## src/rtl/sort_pkg.sv

```systemverilog
// sort_pkg: types and default sizes shared by the bitonic sort pipeline
// stages.
//   WIDTH   - default element width in bits
//   INDEX   - default number of elements per frame (a power of two)
//   IDX_W   - width of an element pointer
//   elem_t  - one element
//   frame_t - one complete frame, element 0 first
package sort_pkg;

    localparam int WIDTH = 8;
    localparam int INDEX = 8;
    localparam int IDX_W = $clog2(INDEX);

    typedef logic [WIDTH-1:0] elem_t;
    typedef elem_t [0:INDEX-1] frame_t;

endpackage

```

## src/rtl/sort_frame_buf.sv

```systemverilog
// sort_frame_buf: two-entry ping-pong frame store. It holds whole frames and
// tracks which entry is written next, which entry is being read, and how many
// entries are occupied.
// Ports:
//   clk_i       clock
//   rst_ni      synchronous active-low reset (clears pointers and storage)
//   wr_en_i     store wr_data_i into the write entry this cycle
//   wr_data_i   frame to store
//   rd_done_i   the read entry has been fully consumed this cycle
//   rd_idx_i    element pointer into the read entry
//   rd_data_o   element rd_idx_i of the read entry
//   fill_o      occupied entries, 0..2
module sort_frame_buf
    import sort_pkg::*;
#(
    parameter int width = WIDTH,
    parameter int index = INDEX,
    localparam int IW = $clog2(index)
) (
    input  logic             clk_i,
    input  logic             rst_ni,
    input  logic             wr_en_i,
    input  logic [width-1:0] wr_data_i [0:index-1],
    input  logic             rd_done_i,
    input  logic [IW-1:0]    rd_idx_i,
    output logic [width-1:0] rd_data_o,
    output logic [1:0]       fill_o
);

    logic [width-1:0] buf_q [0:1][0:index-1];
    logic             wr_sel_q, wr_sel_d;
    logic             rd_sel_q, rd_sel_d;
    logic [1:0]       fill_q, fill_d;

    always_comb begin
        wr_sel_d = wr_sel_q ^ wr_en_i;
        rd_sel_d = rd_sel_q ^ rd_done_i;
        fill_d   = fill_q;
        // A write and a completed read in the same cycle leave the count as is.
        case ({wr_en_i, rd_done_i})
            2'b10:   fill_d = fill_q + 2'd1;
            2'b01:   fill_d = fill_q - 2'd1;
            default: fill_d = fill_q;
        endcase
    end

    always_ff @(posedge clk_i) begin
        if (!rst_ni) begin
            wr_sel_q <= 1'b0;
            rd_sel_q <= 1'b0;
            fill_q   <= 2'd0;
            for (int b = 0; b < 2; b++) begin
                for (int e = 0; e < index; e++) begin
                    buf_q[b][e] <= '0;
                end
            end
        end else begin
            wr_sel_q <= wr_sel_d;
            rd_sel_q <= rd_sel_d;
            fill_q   <= fill_d;
            if (wr_en_i) begin
                for (int e = 0; e < index; e++) begin
                    buf_q[wr_sel_q][e] <= wr_data_i[e];
                end
            end
        end
    end

    assign rd_data_o = buf_q[rd_sel_q][rd_idx_i];
    assign fill_o    = fill_q;

endmodule

```

## src/rtl/sort_unload.sv

```systemverilog
// sort_unload: output stage of the bitonic sort pipeline. Captures each
// sorted frame from the last merge stage into a two-frame ping-pong store and
// streams it out one element per cycle on a valid/ready interface.
// Ports:
//   clk          clock
//   rst          synchronous active-low reset
//   in_valid     in_data holds a completed sorted frame (one-cycle flag)
//   in_data      sorted frame, element 0 = smallest
//   out_valid    out_data holds a valid element
//   out_ready    consumer accepts the element this cycle
//   out_data     current element
//   out_last     current element is the final element of its frame
//   overflow     sticky: a frame arrived with both buffers full and was dropped
//   frames_done  count of fully emitted frames, wraps
module sort_unload
    import sort_pkg::*;
#(
    parameter int width     = WIDTH,
    parameter int index     = INDEX,
    parameter int cnt_width = 16,
    localparam int IW = $clog2(index)
) (
    input  logic                 clk,
    input  logic                 rst,
    input  logic                 in_valid,
    input  logic [width-1:0]     in_data [0:index-1],
    output logic                 out_valid,
    input  logic                 out_ready,
    output logic [width-1:0]     out_data,
    output logic                 out_last,
    output logic                 overflow,
    output logic [cnt_width-1:0] frames_done
);

    logic [IW-1:0]        elem_idx_q, elem_idx_d;
    logic                 overflow_q, overflow_d;
    logic [cnt_width-1:0] frames_done_q, frames_done_d;
    logic [1:0]           fill;
    logic                 at_last;
    logic                 pop;
    logic                 last_pop;
    logic                 capture;
    logic                 drop;

    // Outputs depend only on registered state, never on in_*.
    assign out_valid = (fill != 2'd0);
    assign at_last   = (elem_idx_q == IW'(index - 1));
    assign out_last  = out_valid && at_last;
    assign pop       = out_valid && out_ready;
    assign last_pop  = pop && at_last;
    // A full store can still accept when the frame being read frees its
    // buffer on this same edge.
    assign capture   = in_valid && ((fill != 2'd2) || last_pop);
    assign drop      = in_valid && !capture;

    sort_frame_buf #(
        .width (width),
        .index (index)
    ) u_buf (
        .clk_i     (clk),
        .rst_ni    (rst),
        .wr_en_i   (capture),
        .wr_data_i (in_data),
        .rd_done_i (last_pop),
        .rd_idx_i  (elem_idx_q),
        .rd_data_o (out_data),
        .fill_o    (fill)
    );

    always_comb begin
        elem_idx_d    = elem_idx_q;
        overflow_d    = overflow_q | drop;
        frames_done_d = frames_done_q;
        if (pop) begin
            elem_idx_d = at_last ? '0 : elem_idx_q + IW'(1);
        end
        if (last_pop) begin
            frames_done_d = frames_done_q + cnt_width'(1);
        end
    end

    always_ff @(posedge clk) begin
        if (!rst) begin
            elem_idx_q    <= '0;
            overflow_q    <= 1'b0;
            frames_done_q <= '0;
        end else begin
            elem_idx_q    <= elem_idx_d;
            overflow_q    <= overflow_d;
            frames_done_q <= frames_done_d;
        end
    end

    assign overflow    = overflow_q;
    assign frames_done = frames_done_q;

endmodule

```

## config.mk

```make
export PLATFORM = sky130hd
export DESIGN_NAME = sort_unload
export DESIGN_NICKNAME = d
export VERILOG_FILES = /design/src/rtl/sort_pkg.sv /design/src/rtl/sort_frame_buf.sv /design/src/rtl/sort_unload.sv
export SDC_FILE = /design/constraint.sdc
export NUM_CORES = 1
export LEC_CHECK = 0
export ABC_AREA = 1
export CORE_MARGIN = 4
export CORE_UTILIZATION = 55
export CTS_CLUSTER_SIZE = 40
export DETAILED_ROUTE_END_ITERATION = 6
export PLACE_DENSITY = 0.85
export REMOVE_ABC_BUFFERS = 1
export SLEW_MARGIN = 20
export SYNTH_ARGS = -nofsm -noshare
export SYNTH_HDL_FRONTEND = slang
export SYNTH_SLANG_ARGS = --single-unit
```

## constraint.sdc

```tcl
create_clock -name clk -period 4 [get_ports clk]
set_input_delay 0.6 -clock clk [delete_from_list [all_inputs] [get_ports clk]]
set_output_delay 0.6 -clock clk [all_outputs]
set_load 0.02 [all_outputs]
```

==> metrics.md, run 1 <==
| Metric | Value |
|---|---|
| Status | complete, no violations |
| Crit Path Category | reg2out |
| Initial core utilization | 0.563 |
| Peak supply drop | 0.278 mV |
| Cells after synthesis | 789 |
| Vias after detailed routing | 5554 |
| Pre-CTS setup slack | 858 ps |
| Total track usage | 0.211 |
| Critical path peak fanout | 18 |
| Max-cap violations | 0 |
| Max-slew violations | 0 |
| Post-synth cell types | 28 |
| Post-synth EDFFs | 128 |
| Placer congestion estimate | 0.842 |
| Required @ worst endpoint | 3400 ps |
| Clock root cell | clkbuf_16 |
| Post-Syn Area | 7490 µm² |
| Clock latency on the worst-skew pair | 420 ps |
| Ys async rst share | 0 |
| Layout cells sized above 1 | 0.102 |
| Avg WL per Cell | 14.9 µm |
| Critical path's largest stage delay | 620 ps |
| Clock skew | 6.93 ps |
| Antenna violations before repair | 0 |
| Fillers | 990 |
| CTS Buffer Depth | 2 |
| Leakage | 3.63 nW |
| Post-route ant nets | 0 |
| Vias in the first global route | 5523 |
| PwrDens | 431 nW/µm² |
| Startpoint types | flop |
| Seq. cell area | 4350 µm² |
| Number of buffers inserted by port buffering | 94 |
| N_diodes | 0 |
| Share of the synthesized area in the top cell type | 0.513 |
| Most frequent cell after synthesis | inv_1 |
| Chip height | 125 µm |
| Cell Chain, Critical Path | buf_4, clkinv_1, nand3_1, nand3_1, nand2_1, clkdlybuf4s50_1 |
| RSZ-0062 raised after global routing | no |
| Crit path arrival time | 2790 ps |
| Die area | 15500 µm² |
| Peak Freq | 295 MHz |
| Final setup vio count | 0 |
| Max-slew headroom | 0.540 |
| Synth area leaders | edfxtp_1 51%, inv_1 7.5%, dfxtp_1 6.7% |
| Setup Buffers After CTS | 0 |
| Largest net degree at the start of global routing | 81 |
| Number of synthesized register bits | 153 |
| CTS H-Tree Depth | 4 |
| Hold Fails Final Rpt | 0 |
| Final setup margin | 612 ps |
| Nets@finish | 943 |
| Hold_ws | 469 ps |
| Post-synth top flop | edfxtp_1 |
| Crit end category | primary output |
| WL final | 15700 µm |
| Cts repair resizes | 0 |
| Area Overhead vs Synth | 22.3% |
| Final period util | 0.847 |
| Core Box Area | 13300 µm² |
| DP HPWL | 10000 µm |
| Sequential area share after synthesis | 0.580 |
| Area occupied by multi-input gates | 2360 µm² |
| I/O pins | 95 |
| Final Util | 0.689 |
| Min Clock Period, post-route | 3390 ps |
| Vias per cell | 5.24 |
| Clock Sinks | 153 |
| Post-CTS Hold Buffers | 0 |
| DR pass1 iterations | 5 |
| Most used cell, CP | nand3_1 |
| YS warnings | 0 |
| Die Span X | 125 µm |
| Hold Path Class | reg2reg |
| Syn Area/Cell | 9.49 µm² |
| Starting DRT DRC Count | 497 |
| DRC | 0 |
| Reg clk slew, reported paths | 60 ps |
| CTS buffer count | 17 |
| Synth top cells by count | 149 x inv_1, 128 x edfxtp_1, 125 x nor2_1 |
| CTS tree | yes |
| CP max-delay cell | clkinv_1 |
| Total gr overflow | 0 |
| Rows | 42 |
| Measured slew at the worst slew-check pin | 686 ps |
| First-pass GRT wire length | 26500 µm |
| Yosys top cell by area | edfxtp_1 |
==> report_power, final <==
group / total, mW / switching [mW] / internal (mW)
combinational: 0.470 / 0.284 / 0.187
clock: 1.59 / 0.592 / 0.996
sequential: 1.89 / 0.0402 / 1.85
total: 3.94 / 0.916 / 3.03
==> final timing paths <==
check                       end  depth (start not counted)     startpoint  slack, ps
max                 out_data[5]                          6  elem_idx_q[1]        610
min                    overflow                          2       overflow        470
max reg2reg  u_buf.buf_q[1][24]                          6  elem_idx_q[2]        960
min reg2reg            overflow                          2       overflow        470
==> metrics by stage <==
stage	instances	setup TNS (ps)	area (µm²)	total power, mW
global route	1060	0	9160	4.08
floorplan	748	-290340	7260	2.19
finish	1060	0	9160	3.94
detailed placement	1028	0	8560	2.39
CTS	1060	0	9160	3.96
global placement	1028	0	8560	2.37
==> critical path: cells and delay by family (launching register included) <==
family	cells	cell delay [ps]
buffers and inverters	3	1510
AND/OR/NAND/NOR	3	550
flip-flops	1	300
==> cells in the final DEF (no fill, tap or decap), drive strengths merged <==
cell type	n
clkdlybuf4s50	94
buf	10
dfxtp	25
clkinvlp	1
clkbuf	24
nand3	63
bufinv	2
nor3	6
o211ai	32
xor2	2
nor2	163
clkinv	7
nand2	80
a21oi	44
nand4	3
edfxtp	128
and2	1
ha	4
inv	151
o21ai	43
a211oi	1
==> registers in the layout, indices dropped and copies added, names as in the netlist, named ones only <==
register	count
u_buf.fill_o	2
u_buf.buf_q	128
u_buf.wr_sel_q	1
elem_idx_q	3
overflow	1
u_buf.rd_sel_q	1
frames_done	16
==> logic make-up (layout without fill, tap and decap cells) <==
family / count (synthesis) / in the layout / synth area share
AO/OA/AOI/OAI: 120 / 120 / 0.0912
flip-flops: 153 / 153 / 0.580
adder cells (fa/ha/maj): 4 / 4 / 0.00668
AND/OR/NAND/NOR: 316 / 316 / 0.213
XOR/XNOR: 2 / 2 / 0.00234
buffers and inverters: 194 / 289 / 0.106
==> per-layer routing <==
layer	track usage	wire [µm]
met4	0.0806	364
met5	0	0
met1	0.271	6430
met3	0.0433	1100
met2	0.354	7850
==> final cells by class <==
cell class / count / area share
sequential: 153 / 0.475
tap: 176 / 0.0241
clock buffer: 24 / 0.0548
clock inverter: 8 / 0.0101
inverter: 153 / 0.0627
multi-input combinational: 442 / 0.258
timing repair buffer: 104 / 0.115
(Power assumes the default switching activity.)
==> inputs of run 2 (changes only) <==
==> constraint.sdc (replaced) <==
create_clock -name clk -period 3.5 [get_ports clk]
set_input_delay 0.525 -clock clk [delete_from_list [all_inputs] [get_ports clk]]
set_output_delay 0.525 -clock clk [all_outputs]
set_load 0.02 [all_outputs]
==> metrics.md, run 2 (synthesis gave the netlist of run 1 again) <==
| Metric | Value |
|---|---|
| Total gr overflow | 0 (unchanged) |
| Max-slew violations | 0 (unchanged) |
| Largest net degree at the start of global routing | 66 (-19%) |
| Crit path arrival time | 2480 ps (-310 ps) |
| Final setup vio count | 0 (unchanged) |
| Worst Setup EP | out_data[5] |
| DR pass1 iterations | 5 (unchanged) |
| Required @ worst endpoint | 2970 ps (-430 ps) |
| Logic gate share of total power | 0.120 (about the same) |
| CP max-delay cell | clkdlybuf4s50_1 |
| Hold Fails Final Rpt | 0 (unchanged) |
| Setup slack, reg-to-reg | 920 ps (-40 ps) |
| N_diodes | 0 (unchanged) |
| Leakage | 3.65 nW (+0.74%) |
| Biggest register | u_buf.buf_q |
| Clock root cell | clkbuf_16 |
| Fillers | 925 (-6.6%) |
| DRC | 0 (unchanged) |
| Total track usage | 0.208 (-0.00339) |
| Post-CTS Hold Buffers | 0 (unchanged) |
| Nets@finish | 949 (+0.64%) |
| Status | complete, no violations |
| Most frequent cells in the layout | 149 x inv_1, 128 x edfxtp_1, 125 x nor2_1, 94 x clkdlybuf4s50_1, 75 x nand2_1 |
| WL final | 15800 µm (+0.64%) |
| Peak supply drop | 0.317 mV (+14%) |
| Chip height | 125 µm (unchanged) |
| Clock skew | 6.22 ps (-0.707 ps) |
| Vias after detailed routing | 5522 (-0.58%) |
| Net Sw Frac | 0.236 (+0.00381) |
| Setup Buffers After CTS | 0 (unchanged) |
| CP bufs+invs | 2 (-1) |
| Hold Path Class | reg2reg |
| Critical path peak fanout | 37 (+19) |
| Area Overhead vs Synth | 23.3% |
| Net Switching | 1.09 mW (+19%) |
| WP depth | 6 (unchanged) |
| Die Span X | 125 µm (unchanged) |
| Worst r2r dst | u_buf.buf_q[0][0] |
| CTS buffer count | 17 (unchanged) |
| Cts repair resizes | 0 (unchanged) |
| Vias in the first global route | 5466 (-1.0%) |
| Reg clk slew, reported paths | 60 ps (about the same) |
| Rows | 42 (unchanged) |
| Max reg flops | 128 (unchanged) |
| Most used cell, CP | nand3_1 |
| CTS tree | yes |
| Vias per cell | 5.18 (-1.1%) |
| Setup TNS | 0 ps (unchanged) |
| Crit end category | primary output |
| Critical path's largest stage delay | 600 ps (-20 ps) |
| Most common cell after layout, fill and taps aside | inv_1 |
| Core Box Area | 13300 µm² (unchanged) |
| Starting DRT DRC Count | 548 (+10%) |
| Initial core utilization | 0.563 (unchanged) |
| I/O pins | 95 (unchanged) |
| Crit Path Category | reg2out |
| Part of the power in registers | 0.462 (-0.016) |
| Placer congestion estimate | 0.835 (-0.86%) |
| First-pass GRT wire length | 25900 µm (-2.0%) |
| DP HPWL | 10100 µm (+0.63%) |
| Post-route ant nets | 0 (unchanged) |
| Worst Reg2Reg Path Length in Cells | 10 (+4) |
| Number of buffers inserted by port buffering | 94 (unchanged) |
| Cell Chain, Critical Path | buf_4, o211ai_1, nand3_1, nand3_1, nand2_1, clkdlybuf4s50_1 |
| PwrDens | 502 nW/µm² (+17%) |
| Layout cells sized above 1 | 0.110 (+0.00830) |
| CTS Buffer Depth | 2 (unchanged) |
| Worst r2r src | elem_idx_q[1] |
| Clock power share | 0.417 (+0.014) |
| Min Clock Period, post-route | 3010 ps |
| Max-cap violations | 0 (unchanged) |
| Final Util | 0.694 (+0.00574) |
| Cell family with most CP delay | buffers and inverters |
| Peak Freq | 333 MHz |
| Startpoint types | flop |
| Max-slew headroom | 0.610 (+0.0704) |
| Measured slew at the worst slew-check pin | 585 ps (-101 ps) |
| Clock Sinks | 153 (unchanged) |
| Die area | 15500 µm² (unchanged) |
| RSZ-0062 raised after global routing | no |
| Final period util | 0.859 |
| Avg WL per Cell | 14.9 µm (about the same) |
| CTS H-Tree Depth | 4 (unchanged) |
| Antenna violations before repair | 0 (unchanged) |
| Total internal power | 3.54 mW (+17%) |
| Clock latency on the worst-skew pair | 410 ps (about the same) |
run 2: worst min-delay path: cells and delay by family, from the launching register on:
family | cells | cell delay, ps
DFF | 1 | 310
buffers and inverters | 1 | 50
AOI/OAI and AO/OA | 1 | 60
run 2: how the worst min path moves through the flow:
stage / end / depth (start not counted) / slack [ps] / startpoint
6_report: overflow / 2 / 470 / overflow
4_1_cts: overflow / 2 / 480 / overflow
5_1_grt: overflow / 2 / 520 / overflow
2_1_floorplan: u_buf.wr_sel_q / 2 / 460 / u_buf.wr_sel_q
3_5_place_dp: overflow / 2 / 470 / overflow
3_3_place_gp: overflow / 2 / 450 / overflow
run 2: per-layer routing:
layer  part of all wire  GRT usage  up-vias
met5                  0          0        -
met4              0.026     0.0729        0
met3              0.059     0.0540       38
met2               0.50      0.350      178
met1               0.42      0.261     2567
li1                   -          -     2739
run 2: power by group through the flow:
stage,logic [mW],clock network (mW),registers [mW]
final,0.558,1.93,2.14
after global routing,0.611,2.02,2.15
after CTS,0.561,1.95,2.14
after detailed placement,0.553,0,2.18
after global placement,0.537,0,2.17
after floorplan,0.311,0,2.20
run 2: area by class of cell:
type	count	area (µm²)	area share
clock buffer	18	439	0.0476
clock inverter	14	199	0.0216
inverter	153	574	0.0622
multi-input combinational	442	2360	0.256
sequential	153	4350	0.471
tap	176	220	0.0239
timing repair buffer	110	1090	0.118
run 2: per-stage QoR:
stage	power (mW)	setup slack, ps	hold WS, ps	area [µm²]	std cells
finish	4.63	494	470	9230	1066
global route	4.79	355	516	9230	1066
detailed placement	2.73	911	466	8590	1034
CTS	4.65	478	482	9230	1066
floorplan	2.51	-4130	460	7260	748
global placement	2.71	981	446	8590	1034
==> inputs of run 3 (changes only) <==
==> constraint.sdc (replaced) <==
create_clock -name clk -period 2.9 [get_ports clk]
set_input_delay 0.435 -clock clk [delete_from_list [all_inputs] [get_ports clk]]
set_output_delay 0.435 -clock clk [all_outputs]
set_load 0.02 [all_outputs]
==> metrics.md, run 3 (synthesis gave the netlist of run 1 again) <==
| Metric | Value |
|---|---|
| Status | complete, no violations |
| Hold Path Class | reg2reg |
| Biggest register | u_buf.buf_q |
| PwrDens | 558 nW/µm² (+11%) |
| HP Start | overflow |
| Clock latency on the worst-skew pair | 420 ps (about the same) |
| Hold Fails Final Rpt | 0 (unchanged) |
| DR pass1 iterations | 5 (unchanged) |
| Number of buffers inserted by port buffering | 94 (unchanged) |
| Fillers | 985 (+6.5%) |
| Vias per cell | 5.21 (+0.63%) |
| Total gr overflow | 0 (unchanged) |
| Most common cell after layout, fill and taps aside | inv_1 |
| Clock Sinks | 153 (unchanged) |
| Largest net degree at the start of global routing | 73 (+11%) |
| CTS tree | yes |
| Rows | 42 (unchanged) |
| Total track usage | 0.207 (-0.000728) |
| Peak supply drop | 0.353 mV (+11%) |
| Vias after detailed routing | 5541 (+0.34%) |
| Required @ worst endpoint | 2470 ps (-500 ps) |
| Endpoint, Worst Hold | overflow |
| Max reg flops | 128 (unchanged) |
| Worst Reg2Reg Path Length in Cells | 10 (unchanged) |
| Crit end category | primary output |
| Seq. cell area | 4350 µm² (about the same) |
| Worst r2r dst | u_buf.buf_q[0][7] |
| Nets@finish | 950 (+0.11%) |
| Crit path arrival time | 2340 ps (-140 ps) |
| Layout cells sized above 1 | 0.0992 (-0.0109) |
| Peak Freq | 360 MHz |
| Design area | 9120 µm² (-1.2%) |
| RSZ-0062 raised after global routing | no |
| N_diodes | 0 (unchanged) |
| Placed inst area | 8630 µm² (+0.44%) |
| CTS buffer count | 17 (unchanged) |
| Min Clock Period, post-route | 2780 ps |
| Die Span X | 125 µm (unchanged) |
| Antenna violations before repair | 0 (unchanged) |
| Measured slew at the worst slew-check pin | 607 ps (+21.7 ps) |
| Final setup vio count | 0 (unchanged) |
| Met2 routed WL | 7710 µm (-2.4%) |
| Clock skew | 5.32 ps (-0.901 ps) |
| Clock root cell | clkbuf_16 |
| Reg clk slew, reported paths | 60 ps (about the same) |
| Most frequent cells in the layout | 149 x inv_1, 128 x edfxtp_1, 125 x nor2_1, 93 x clkdlybuf4s50_1, 75 x nand2_1 |
| Startpoint types | flop |
| I/O pins | 95 (unchanged) |
| Top Layer Used | met4 |
| First-pass GRT wire length | 26000 µm (+0.19%) |
| WL final | 15500 µm (-2.0%) |
| Max-slew headroom | 0.596 (-0.0145) |
| Die area | 15500 µm² (unchanged) |
| Starting DRT DRC Count | 422 (-23%) |
| DRC | 0 (unchanged) |
| Placer congestion estimate | 0.835 (about the same) |
| Critical path peak fanout | 9 (-76%) |
| Area occupied by multi-input gates | 2360 µm² (unchanged) |
| Hold_ws | 461 ps (-9.59 ps) |
| Crit Path Category | reg2out |
| Chip height | 125 µm (unchanged) |
| Area Overhead vs Synth | 21.8% |
| Worst r2r src | elem_idx_q[1] |
| Leakage | 3.63 nW (-0.70%) |
| Avg WL per Cell | 14.6 µm (-1.7%) |
| Vias in the first global route | 5373 (-1.7%) |
| Max-cap violations | 0 (unchanged) |
| DP HPWL | 9940 µm (-1.5%) |
| Post-route ant nets | 0 (unchanged) |
| Core Box Area | 13300 µm² (unchanged) |
| Wl on met1 | 6590 µm (-0.15%) |
| Cells on Worst Hold Path | 2 (unchanged) |
| Final period util | 0.958 |
| CTS Buffer Depth | 2 (unchanged) |
| Wire length on met3 | 933 µm (-0.74%) |
| Initial core utilization | 0.563 (unchanged) |
| Setup slack, reg-to-reg | 330 ps (-590 ps) |
| Max-slew violations | 0 (unchanged) |
| CTS H-Tree Depth | 4 (unchanged) |
| Post-CTS Hold Buffers | 0 (unchanged) |
-- run 3: how the worst max path moves through the flow --
stage,from,end,slack (ps),depth (start not counted)
finish,elem_idx_q[2],out_data[5],120,4
global route,flop,out_data[1],20,7
CTS,flop,out_data[1],30,6
detailed placement,out_ready,u_buf.buf_q[0][24],360,8
global placement,out_ready,u_buf.buf_q[0][24],420,8
floorplan,elem_idx_q[0],u_buf.buf_q[0][0],-4730,8
-- run 3: metrics by stage --
stage / util / setup TNS [ps] / power, mW / worst slack, ps / std cells
6_report: 0.686 / 0 / 5.09 / 121 / 1063
5_1_grt: 0.686 / 0 / 5.28 / 17.2 / 1063
4_1_cts: 0.685 / 0 / 5.11 / 34.8 / 1062
2_1_floorplan: - / -529690 / 3.03 / -4730 / 748
3_3_place_gp: 0.649 / 0 / 3.28 / 423 / 1034
3_5_place_dp: 0.649 / 0 / 3.30 / 364 / 1034
-- run 3: area by class of cell --
type / instances / share of cell area
inverters: 153 / 0.0634
flip-flops and latches: 153 / 0.477
multi-input cells: 442 / 0.259
well taps: 176 / 0.0241
repair buffers: 111 / 0.125
clock buffers: 19 / 0.0475
clock inverters: 9 / 0.00412
-- run 3: metal layers --
| metal | GRT usage | up-vias |
|---|---|---|
| li1 | - | 2743 |
| met1 | 0.278 | 2568 |
| met2 | 0.330 | 205 |
| met3 | 0.0463 | 25 |
| met4 | 0.0780 | 0 |
| met5 | 0 | - |
-- run 3: timing repair --
action	4_1_cts	5_1_grt
gates resized for setup	0	3
endpoints found under the hold margin	0	0
setup endpoints to repair	0	7
buffers inserted	0	1
-- run 3: critical path: stages (launching register included) --
cell and delay (ps):
dfxtp_1 550, clkinv_1 460, nand3_1 280, nand2_1 100
clkdlybuf4s50_1 540
-- run 3: report_power, final --
part	internal, mW	leakage [nW]	switching (mW)
clock network	1.05	0.233	0.781
logic	0.270	1.85	0.395
registers	2.55	1.54	0.0497
